[config.mk]
export PLATFORM = sky130hd
export DESIGN_NAME = apb_master
export DESIGN_NICKNAME = d
export VERILOG_FILES = /design/src/rtl/apb_master.sv
export SDC_FILE = /design/constraint.sdc
export NUM_CORES = 1
export LEC_CHECK = 0
export BUFFER_PORTS_ARGS = -buffer_cell sky130_fd_sc_hd__clkbuf_2
export CORE_ASPECT_RATIO = 0.9
export CORE_UTILIZATION = 38
export CTS_CLUSTER_DIAMETER = 120
export DETAILED_ROUTE_END_ITERATION = 10
export GPL_TIMING_DRIVEN = 0
export PLACE_DENSITY_LB_ADDON = 0.12
export SYNTH_ARGS = -nofsm -noshare
export SYNTH_HDL_FRONTEND = slang
export SYNTH_SLANG_ARGS = --single-unit
[constraint.sdc]
create_clock -name clk -period 2.5 [get_ports clk]
set_input_delay 0.125 -clock clk [delete_from_list [all_inputs] [get_ports clk]]
set_output_delay 0.125 -clock clk [all_outputs]
set_load 0.005 [all_outputs]
[src/rtl/apb_master.sv]
// APB-style bus master: accepts one command at a time, runs SETUP/ACCESS on the bus
// and returns a single-cycle response with read data or an error flag.
module apb_master #(
   parameter int ADDR_WIDTH = 8,
   parameter int DATA_WIDTH = 8,
   parameter int MIN_WAIT   = 2,
   parameter int TIMEOUT    = 255
) (
   input  logic                  clk,
   input  logic                  reset,
   input  logic                  cmd_valid,
   output logic                  cmd_ready,
   input  logic                  cmd_write,
   input  logic [1:0]            cmd_id,
   input  logic [ADDR_WIDTH-1:0] cmd_addr,
   input  logic [DATA_WIDTH-1:0] cmd_wdata,
   output logic                  rsp_valid,
   output logic [DATA_WIDTH-1:0] rsp_rdata,
   output logic                  rsp_err,
   output logic [1:0]            sel,
   output logic                  write,
   output logic                  enable,
   output logic [ADDR_WIDTH-1:0] addr,
   output logic [DATA_WIDTH-1:0] wdata,
   input  logic [DATA_WIDTH-1:0] rdata,
   input  logic                  ready
);

   typedef enum logic [1:0] {IDLE, SETUP, ACCESS, RESP} state_t;

   localparam logic [8:0] MIN_W = 9'(MIN_WAIT);
   localparam logic [8:0] TMO   = 9'(TIMEOUT);

   state_t                 state_q, state_d;
   logic [1:0]             id_q, id_d;
   logic                   write_q, write_d;
   logic [ADDR_WIDTH-1:0]  addr_q, addr_d;
   logic [DATA_WIDTH-1:0]  wdata_q, wdata_d;
   logic [7:0]             cnt_q, cnt_d;
   logic [DATA_WIDTH-1:0]  rdata_q, rdata_d;
   logic                   err_q, err_d;
   logic [8:0]             cnt_inc;
   logic                   done, expire;

   // Count of ACCESS cycles including the current one.
   assign cnt_inc = {1'b0, cnt_q} + 9'd1;
   assign done    = ready && (cnt_inc >= MIN_W);
   assign expire  = cnt_inc >= TMO;

   always_ff @(posedge clk or negedge reset) begin
      if (!reset) begin
         state_q <= IDLE;
         id_q    <= '0;
         write_q <= 1'b0;
         addr_q  <= '0;
         wdata_q <= '0;
         cnt_q   <= '0;
         rdata_q <= '0;
         err_q   <= 1'b0;
      end else begin
         state_q <= state_d;
         id_q    <= id_d;
         write_q <= write_d;
         addr_q  <= addr_d;
         wdata_q <= wdata_d;
         cnt_q   <= cnt_d;
         rdata_q <= rdata_d;
         err_q   <= err_d;
      end
   end

   always_comb begin
      state_d   = state_q;
      id_d      = id_q;
      write_d   = write_q;
      addr_d    = addr_q;
      wdata_d   = wdata_q;
      cnt_d     = cnt_q;
      rdata_d   = rdata_q;
      err_d     = err_q;
      cmd_ready = 1'b0;
      rsp_valid = 1'b0;
      sel       = 2'd0;
      write     = 1'b0;
      enable    = 1'b0;
      case (state_q)
         IDLE: begin
            cmd_ready = 1'b1;
            if (cmd_valid) begin
               id_d    = cmd_id;
               write_d = cmd_write;
               // Bus address/data only change for a real transfer so they hold otherwise.
               if (cmd_id != 2'd0) begin
                  addr_d  = cmd_addr;
                  wdata_d = cmd_wdata;
                  state_d = SETUP;
               end else begin
                  rdata_d = '0;
                  err_d   = 1'b1;
                  state_d = RESP;
               end
            end
         end
         SETUP: begin
            sel     = id_q;
            write   = write_q;
            cnt_d   = 8'd0;
            state_d = ACCESS;
         end
         ACCESS: begin
            sel    = id_q;
            write  = write_q;
            enable = 1'b1;
            cnt_d  = (cnt_q == 8'hFF) ? 8'hFF : cnt_q + 8'd1;
            if (done) begin
               rdata_d = write_q ? '0 : rdata;
               err_d   = 1'b0;
               state_d = RESP;
            end else if (expire) begin
               rdata_d = '0;
               err_d   = 1'b1;
               state_d = RESP;
            end
         end
         RESP: begin
            rsp_valid = 1'b1;
            state_d   = IDLE;
         end
         default: state_d = IDLE;
      endcase
   end

   assign addr      = addr_q;
   assign wdata     = wdata_q;
   assign rsp_rdata = rdata_q;
   assign rsp_err   = err_q;

endmodule
; ---- Word-level counts from Yosys, hierarchy flattened
; Cells that the tools add are included.
[op_classes]
add_sub_neg = 2
order_cmp = 2
eq_ne = 7
muxes = 23
reduce_logical = 10
[ops]
columns = cell, count
row1 = two-way mux 8 bit, 6
row2 = case mux 8 bit (2 select lines), 2
row3 = two-way mux 2 bit, 5
row4 = "adder 8 x 1 -> 9 bit, second input constant", 1
row5 = ">= comparator 9 x 2 -> 1 bit, second input constant", 1
row6 = ">= comparator 9 x 8 -> 1 bit, second input constant", 1
row7 = "adder 8 x 1 -> 8 bit, second input constant", 1
row8 = "== test 8 bit, second input constant", 1
row9 = two-way mux 1 bit, 8
row10 = case mux 2 bit (4 select lines), 1
row11 = nonzero test 2 bit, 3
row12 = "== test 2 bit, second input constant", 2
row13 = "inequality test 2 bit, second input constant", 2
row14 = AND reduction 2 bit, 2
row15 = AND reduction 4 bit, 1
row16 = "inequality test 3 bit, second input constant", 1
row17 = AND reduction 3 bit, 1
row18 = "== test 2 x 1 -> 1 bit, second input constant", 1
row19 = logical NOT 2 bit, 1
row20 = case mux 1 bit (2 select lines), 1
row21 = OR reduction 2 bit, 1
row22 = logical AND 1 bit, 1
[totals]
register_bits = 38
in_bits = 31
word_cells = 52

; ---- Logic depth before layout (Yosys ltp)
; Gate-level depths: netlist of run 1.
[logic_depth]
ltp_word = 5
mapped_depth = 9
depth_no_buf = 8

; ---- Worst setup path before layout of run 1
; OpenSTA, ideal clock, no wires.
[synth_path]
path_kind = reg-to-reg
start = register cnt_q[0]
end = register rdata_q[0], in the netlist rsp_rdata[0]
setup_ps = 128
arrival_time_ps = 2093
t_required_ps = 2372
slack_ps = 279
stages_incl_launch_ff = 9
n_path_buf = 0
period_less_slack_ps = 2221
cell_sequence = dfrtp_1 -> inv_1 -> ha_1 -> nor2_1 -> o211ai_1 -> or3_1 -> o311a_4 -> a21boi_4 -> o21ai_0
[synth_via]
elab_chain_len = 5
elab_cells_between_ends = 8
[synth_lines]
columns = element, line
row1 = "start, declared", 39  ; logic [7:0] cnt_q, cnt_d;
row2 = "start signal, assigned", 66  ; cnt_q <= cnt_d;
row3 = adder 8 x 1 -> 9 bit (*), 46  ; assign cnt_inc = {1'b0, cnt_q} + 9'd1;
row4 = >= comparator 9 x 2 -> 1 bit, 47  ; assign done = ready && (cnt_inc >= MIN_W);
row5 = logical AND 1 bit, 47
row6 = inequality test 3 bit (no source line) or two-way mux 8 bit (tied branches), -
row7 = AND reduction 4 bit (no source line) or case mux 8 bit (2 select lines) (tied branches), -
row8 = "end signal, assigned", 67  ; rdata_q <= rdata_d;
row9 = "end, declared", 40  ; logic [DATA_WIDTH-1:0] rdata_q, rdata_d;
; Mark *: on every way between the ends. The rest lies on a longest branch, timed or not.
; A chain may end at the register's enable or synchronous reset.

; ---- Worst setup path in the final report of run 1
[layout_path]
start = register cnt_q[0]
end = register rdata_q[3], in the netlist rsp_rdata[3]
; The elaborated chain is that of the path after synthesis.

==> flow_summary.ini, run 1 <==
[cells_and_area]
nFillCells = 485
stdcell_count = 319
antennaDiodeCount = 0
areaGrowthSynthToFinish_pct = 26.82
nNetsFinal = 290
final_util_pct = 50.94
layout-drive-gt1-share_pct = 42.13
final_cell_area_sq_um = 2509

[drt]
vias = 1598
drt_wl_total_mm = 4.381
drtAntennaViolNets = 0
drc = 0
wire_per_inst_um = 13.73
drt-initial-drc-count = 95
vias_per_cell = 5.009
firstDrtPassIters = 4

[critical_path]
required_ns = 2.67
crit_type = reg -> reg
crit_fanout = 6
cp-start-kind = flop
crit_arrival_ns = 2.50
critPathCaptureType = flop

[cts]
cts_buffer_depth = 2
clkTransAtPathRegs_ns = 0.08
tritoncts = built
cts.sinks = 38
h-tree-depth = 2
clk_latency_ns = 0.29
cts_root_buffer = clkbuf_8
numCtsBuffers = 5

[yosys]
synth_cell_types = 44
synth_flop_cell = dfrtp_1
seq_area_frac_synth_pct = 48.07
synth_edf_count = 0
synth_seq_cells = 38
netlist_top_cells_area = dfrtp_1, mux2_2, ha_1
ys_warn_count = 0
synth_top_area_share_pct = 48.07
syn_nets = 219
syn_area_sq_um = 1978
synth.avg_cell_area_sq_um = 10.87
synthTopCellsByCount = dfrtp_1, mux2_2, inv_1
synth_async_sr_flop_share_pct = 100.0
yosysMostFrequentCell = dfrtp_1
yosysTopAreaCell = dfrtp_1
syn_inst = 182

[sta]
final_hold_viol_count = 38
period_needed_ns = 2.331
slew_viol_final = 0
slew_headroom_pct = 36.51
whs_ns = -0.02886
finalSetupViolCount = 0
rsz0062_at_grt = false
period_share_pct = 93.23
clock_skew_ns = 0.007173
max_slew.worst_pin.slew_ns = 0.9524
max_clock_freq_ghz = 0.4291
setup_slack_ns = 0.1694

[placement]
placed_cell_area_sq_um = 2365
dp_hpwl_mm = 3.015
numPortBuffers = 61
place_ws_ns = -0.08055
dpl.cell_count = 308
routabilityCongestion = 0.8441

[global_routing]
grt_pass1_vias = 1454
antenna_found_initial = 0
grt_max_degree = 39
grt_use_total_pct = 16.61
grt_pass1_wl_mm = 7.086
grt.overflow.total = 0

[floorplan]
die_x_um = 78.05
dieArea_sq_um = 5498
coreArea_sq_um = 4925
start_util_pct = 40.17
ios = 62
die_y_um = 70.45
rows = 24

[worst_hold_path]
hold_class = in -> async

[run]
drv_cap = 0

[outcome]
violations = hold timing
status = finished, violations left

[power_and_ir_drop]
powerDensity_nw_per_um2 = 1069
p_leak_nw = 1.168
vdd_ir_drop_max_v = 0.0005285
## power breakdown
| part | total [W] | internal, W | leakage (nW) | switching, W |
|---|---|---|---|---|
| logic | 0.00126 | 0.000586 | 0.643 | 0.000675 |
| registers | 0.000984 | 0.000849 | 0.477 | 0.000135 |
| clock network | 0.000436 | 0.000223 | 0.0482 | 0.000213 |
## stage by stage
stage               setup TNS (ns)  hold slack [ns]  total power, W
floorplan                        0          -0.1706        0.001733
global route                     0          0.05920        0.002882
CTS                              0          0.01344        0.002653
finish                           0         -0.02886        0.002681
detailed placement         -0.2921           0.3297        0.002203
global placement           -0.1766           0.3250        0.002191
## cell type report
cell class | count | area [sq um] | share of cell area (%)
repair buffers | 63 | 320.3 | 12.77
plain buffers | 11 | 48.80 | 1.945
flip-flops and latches | 38 | 953.4 | 38.00
well taps | 65 | 81.33 | 3.242
inverters | 14 | 52.55 | 2.095
multi-input cells | 120 | 960.9 | 38.30
clock buffers | 7 | 86.33 | 3.441
clock inverters | 1 | 5.005 | 0.1995
## final timing paths
kind	start	endpoint	slack, ns	depth (start not counted)
max reg2reg	cnt_q[0]$_DFFE_PN0N_	rsp_rdata[3]$_DFFE_PN0P_	0.17	8
max in group asynchronous	reset	cnt_q[1]$_DFFE_PN0N_	1.89	1
min in group clk	cmd_addr[3]	addr[3]$_DFFE_PN0P_	0.06	2
min reg2reg	id_q[0]$_DFFE_PN0P_	id_q[0]$_DFFE_PN0P_	0.50	1
min	reset	cnt_q[2]$_DFFE_PN0N_	-0.03	1
max	cnt_q[0]$_DFFE_PN0N_	rsp_rdata[3]$_DFFE_PN0P_	0.17	8
## flip-flops by register name (all words and copies together) (netlist names)
register and cells:
addr 8, cnt_q 8, rsp_rdata 8, wdata 8, id_q 2, state_q 2
rsp_err 1, write_q 1
## timing repair
action | in CTS | in global routing
buffers inserted | 0 | 2
resized for setup | 1 | 4
setup endpoints to repair | 9 | 10
pin swaps | 0 | 1
hold buffers | 0 | 0
gates cloned | 0 | 1
## worst max-delay path, cell delays in order, from the launching register on
cell and delay (ns):
dfrtp_2 0.45, inv_1 0.18, ha_1 0.29, nor2_1 0.10, o211ai_1 0.08, or3_1 0.34, o311a_4 0.43, a21boi_2 0.23
o21ai_0 0.11
## routing by layer
| layer | share of wire [%] | vias to the layer above | global-route usage (%) |
|---|---|---|---|
| met5 | 0 | - | 0 |
| met4 | 1.0 | 0 | 4.321 |
| met3 | 4.2 | 6 | 4.183 |
| met2 | 45 | 35 | 25.34 |
| met1 | 49 | 761 | 23.42 |
| li1 | - | 796 | - |
## logic make-up after synthesis
kind of cell             count (synthesis)  synth area share [%]
multiplexers                            19                 10.82
XOR/XNOR                                 6                 2.657
AND/OR/NAND/NOR                         44                 13.66
adder cells (fa/ha/maj)                  6                 3.795
AO/OA/AOI/OAI                           44                 15.88
flip-flops                              38                 48.07
buffers and inverters                   25                 5.123
## placed cells by master, fill, tap and decap left out, types with 6 or more instances in the layout
| cell type | netlist | layout |
|---|---|---|
| nand4_1 | 9 | 9 |
| clkbuf_8 | 0 | 6 |
| nand3_1 | 7 | 7 |
| a21oi_1 | 9 | 9 |
| inv_1 | 14 | 14 |
| clkbuf_1 | 6 | 7 |
| dfrtp_1 | 38 | 36 |
| o21ai_0 | 13 | 13 |
| mux2_2 | 19 | 19 |
| nand2_1 | 9 | 9 |
| ha_1 | 6 | 6 |
| clkbuf_2 | 0 | 61 |
Power figures use the tool's default switching activity.
==> run 2: changes to the inputs <==
--- a/config.mk
+++ b/config.mk
@@ -5,8 +5,9 @@
 export SDC_FILE = /design/constraint.sdc
 export NUM_CORES = 1
 export LEC_CHECK = 0
+export ABC_AREA = 1
 export BUFFER_PORTS_ARGS = -buffer_cell sky130_fd_sc_hd__clkbuf_2
-export CORE_ASPECT_RATIO = 0.9
+export CORE_ASPECT_RATIO = 0.75
 export CORE_UTILIZATION = 38
 export CTS_CLUSTER_DIAMETER = 120
 export DETAILED_ROUTE_END_ITERATION = 10
==> run 2 against run 1 <==
Net effect:
- the flow still finishes with violations (hold timing)
- critical path type unchanged
- maximum frequency grew 3.6%
- register-to-register slack gained 0.08 ns
- clock-buffer cell count shrank 1
- core utilization shrank 0.42 points
- sequential share of layout area shrank 0.64 points
- via count grew 9.9%
- hold slack lost 0.016 ns
- largest power group unchanged
- sequential cell count is the same
- critical path depth grew 4
- wire length grew 1.6%
- highest routed layer unchanged
- clock skew shrank 0.0010 ns
==> flow_summary.ini, run 2 <==
[cts]
cts.sinks = 38
ctsResizeCount = 0
cts_buffer_depth = 2
numCtsBuffers = 5
tritoncts = built
clkTransAtPathRegs_ns = 0.08
hold_buffers = 0
postCtsSetupBuffers = 0
h-tree-depth = 2
clk_latency_ns = 0.29
cts_root_buffer = clkbuf_8

[sta]
whs_ns = -0.04497
finalSetupViolCount = 0
period_share_pct = 90.00
max_clock_freq_ghz = 0.4444
final.setup.tns_ns = 0
period_needed_ns = 2.250
slew_viol_final = 0
clock_skew_ns = 0.006140
rsz0062_at_grt = false
final_hold_viol_count = 38
max_slew.worst_pin.slew_ns = 0.9513
slew_headroom_pct = 36.58

[floorplan]
dieArea_sq_um = 5721
ios = 62
start_util_pct = 40.88
coreArea_sq_um = 5037
die_y_um = 65.76
die_x_um = 87.01
rows = 22

[cells_and_area]
nNetsFinal = 346
regArea_sq_um = 950.9
areaGrowthSynthToFinish_pct = 23.57
mostFrequentLayoutCell = clkbuf_2
final_cell_mix = clkbuf_2, nand2_1, dfrtp_1
multiInputGateArea_sq_um = 949.7
nFillCells = 510
layout-drive-gt1-share_pct = 32.90
antennaDiodeCount = 0

[run]
drv_cap = 0

[yosys]
syn_nets = 279
yosysTopAreaCell = dfrtp_1
synth_edf_count = 0
synth_seq_cells = 38
synth_async_sr_flop_share_pct = 100.0
synth_cell_types = 26
synthMuxAreaShare_pct = 9.295
netlist_top_cells_area = dfrtp_1, nand2_1, mux2_2
synth_top_family_by_area = simple AND/OR/NAND/NOR gates
seq_area_frac_synth_pct = 46.17
syn_inst = 242
synth_top_area_share_pct = 46.17
yosysMostFrequentCell = nand2_1
synth_xor_area_share_pct = 0
synth_flop_cell = dfrtp_1
synthTopCellsByCount = nand2_1, dfrtp_1, nor2_1
synth.avg_cell_area_sq_um = 8.510
yosys.area_share.simple_pct = 27.16
ys_warn_count = 0
synth_adder_area_share_pct = 3.645
syn_area_sq_um = 2059
synth_compound_area_share_pct = 6.015

[critical_path]
crit_arrival_ns = 2.48
required_ns = 2.73
r2r_slack_ns = 0.25
max_stage_delay_ns = 0.45
crit_type = reg -> reg
path_cells = ha_1 -> nand2_2 -> nor2_4 -> nand2_2 -> nor3_4 -> nor2_2 -> nand2_4 -> nand2_4 -> a21oi_4 -> buf_6 -> nand3_1 -> nand2_1
critPathBufInv = 1
slowest_stage = dfrtp_1
crit_fanout = 10
critPathCaptureType = flop
cp-start-kind = flop
critPathTopFamily = simple AND/OR/NAND/NOR gates

[global_routing]
use_met1_pct = 23.18
grt_pass1_vias = 1547
grt_use_total_pct = 16.96
antenna_found_initial = 0
grt.overflow.total = 0
grtUsageMet3_pct = 6.910
grt_max_degree = 39
use_met2_pct = 23.72
busiest_layer = met2
grt_pass1_wl_mm = 7.300

[drt]
vias_per_cell = 4.597
wire_per_inst_um = 11.65
drc = 0
drtAntennaViolNets = 0
drt-initial-drc-count = 53
vias = 1756
firstDrtPassIters = 4
drt_wl_total_mm = 4.452

[power_and_ir_drop]
p_leak_nw = 1.368
power_frac_comb_pct = 44.8
powerDensity_nw_per_um2 = 976.7
p_sw_share_pct = 38.50
seqPwrFrac_pct = 37.3
vdd_ir_drop_max_v = 0.0004809
finalPower_w = 0.002486
p_int_w = 0.001529
p_switching_w = 0.0009568
pwr-share-clk_pct = 17.9

[placement]
routabilityCongestion = 0.8161
numPortBuffers = 60
dp_hpwl_mm = 3.342

[outcome]
status = finished, violations left
violations = hold timing

[worst_hold_path]
hold_class = in -> async
==> run 2: path summary, 6_finish.rpt <==
path,start,cells past startpoint,endpoint
max,cnt_q[1]$_DFFE_PN0N_,12,rsp_rdata[7]$_DFFE_PN0P_
min,reset,1,cnt_q[4]$_DFFE_PN0N_
max reg2reg,cnt_q[1]$_DFFE_PN0N_,12,rsp_rdata[7]$_DFFE_PN0P_
min reg2reg,rsp_err$_DFFE_PN0P_,2,rsp_err$_DFFE_PN0P_
max in group asynchronous,reset,1,cnt_q[6]$_DFFE_PN0N_
min in group clk,cmd_write,2,write_q$_DFFE_PN0P_
==> run 2: metrics by stage <==
step	utilization (%)	setup WS [ns]	instances	cell area [sq um]
after floorplan	-	0.5190	242	2059
after global placement	48.63	0.2496	374	2450
after detailed placement	48.63	0.2567	374	2450
after CTS	50.52	0.2398	382	2545
after global routing	50.52	0.007734	382	2545
final	50.52	0.2500	382	2545
==> run 2: worst register-to-register path, cell delays in order, from the launching register on <==
cell	delay [ns]
dfrtp_1	0.45
ha_1	0.27
nand2_2	0.10
nor2_4	0.12
nand2_2	0.08
nor3_4	0.33
nor2_2	0.10
nand2_4	0.15
nand2_4	0.07
a21oi_4	0.17
buf_6	0.15
nand3_1	0.10
nand2_1	0.09
==> run 2: logic make-up (layout without fill, tap and decap cells) <==
logic type      Yosys count  in the layout
mux                      17             17
simple gates            124            124
flops                    38             38
fa+ha+maj                 6              6
buf+inv                  38            106
compound gates           19             19
==> run 2: power groups by stage <==
| stage | registers, W | clock network [W] | logic [W] |
|---|---|---|---|
| detailed placement | 0.000941 | 0 | 0.00112 |
| global route | 0.000954 | 0.000490 | 0.00125 |
| finish | 0.000927 | 0.000444 | 0.00111 |
| floorplan | 0.000939 | 0 | 0.000714 |
| global placement | 0.000932 | 0 | 0.00112 |
| CTS | 0.000930 | 0.000462 | 0.00113 |
==> run 2: per-layer routing <==
| layer | part of all wire, % | vias up |
|---|---|---|
| met3 | 9.6 | 11 |
| li1 | - | 909 |
| met2 | 40 | 63 |
| met1 | 48 | 773 |
| met4 | 1.8 | 0 |
| met5 | 0 | - |
==> run 2: final cells by class <==
class                      instances  area share [%]
multi-input combinational        166           37.32
timing repair buffer              60           11.80
tap                               72           3.540
clock inverter                     2          0.4916
sequential                        38           37.36
inverter                          31           4.572
clock buffer                       6           3.245
buffer                             7           1.672
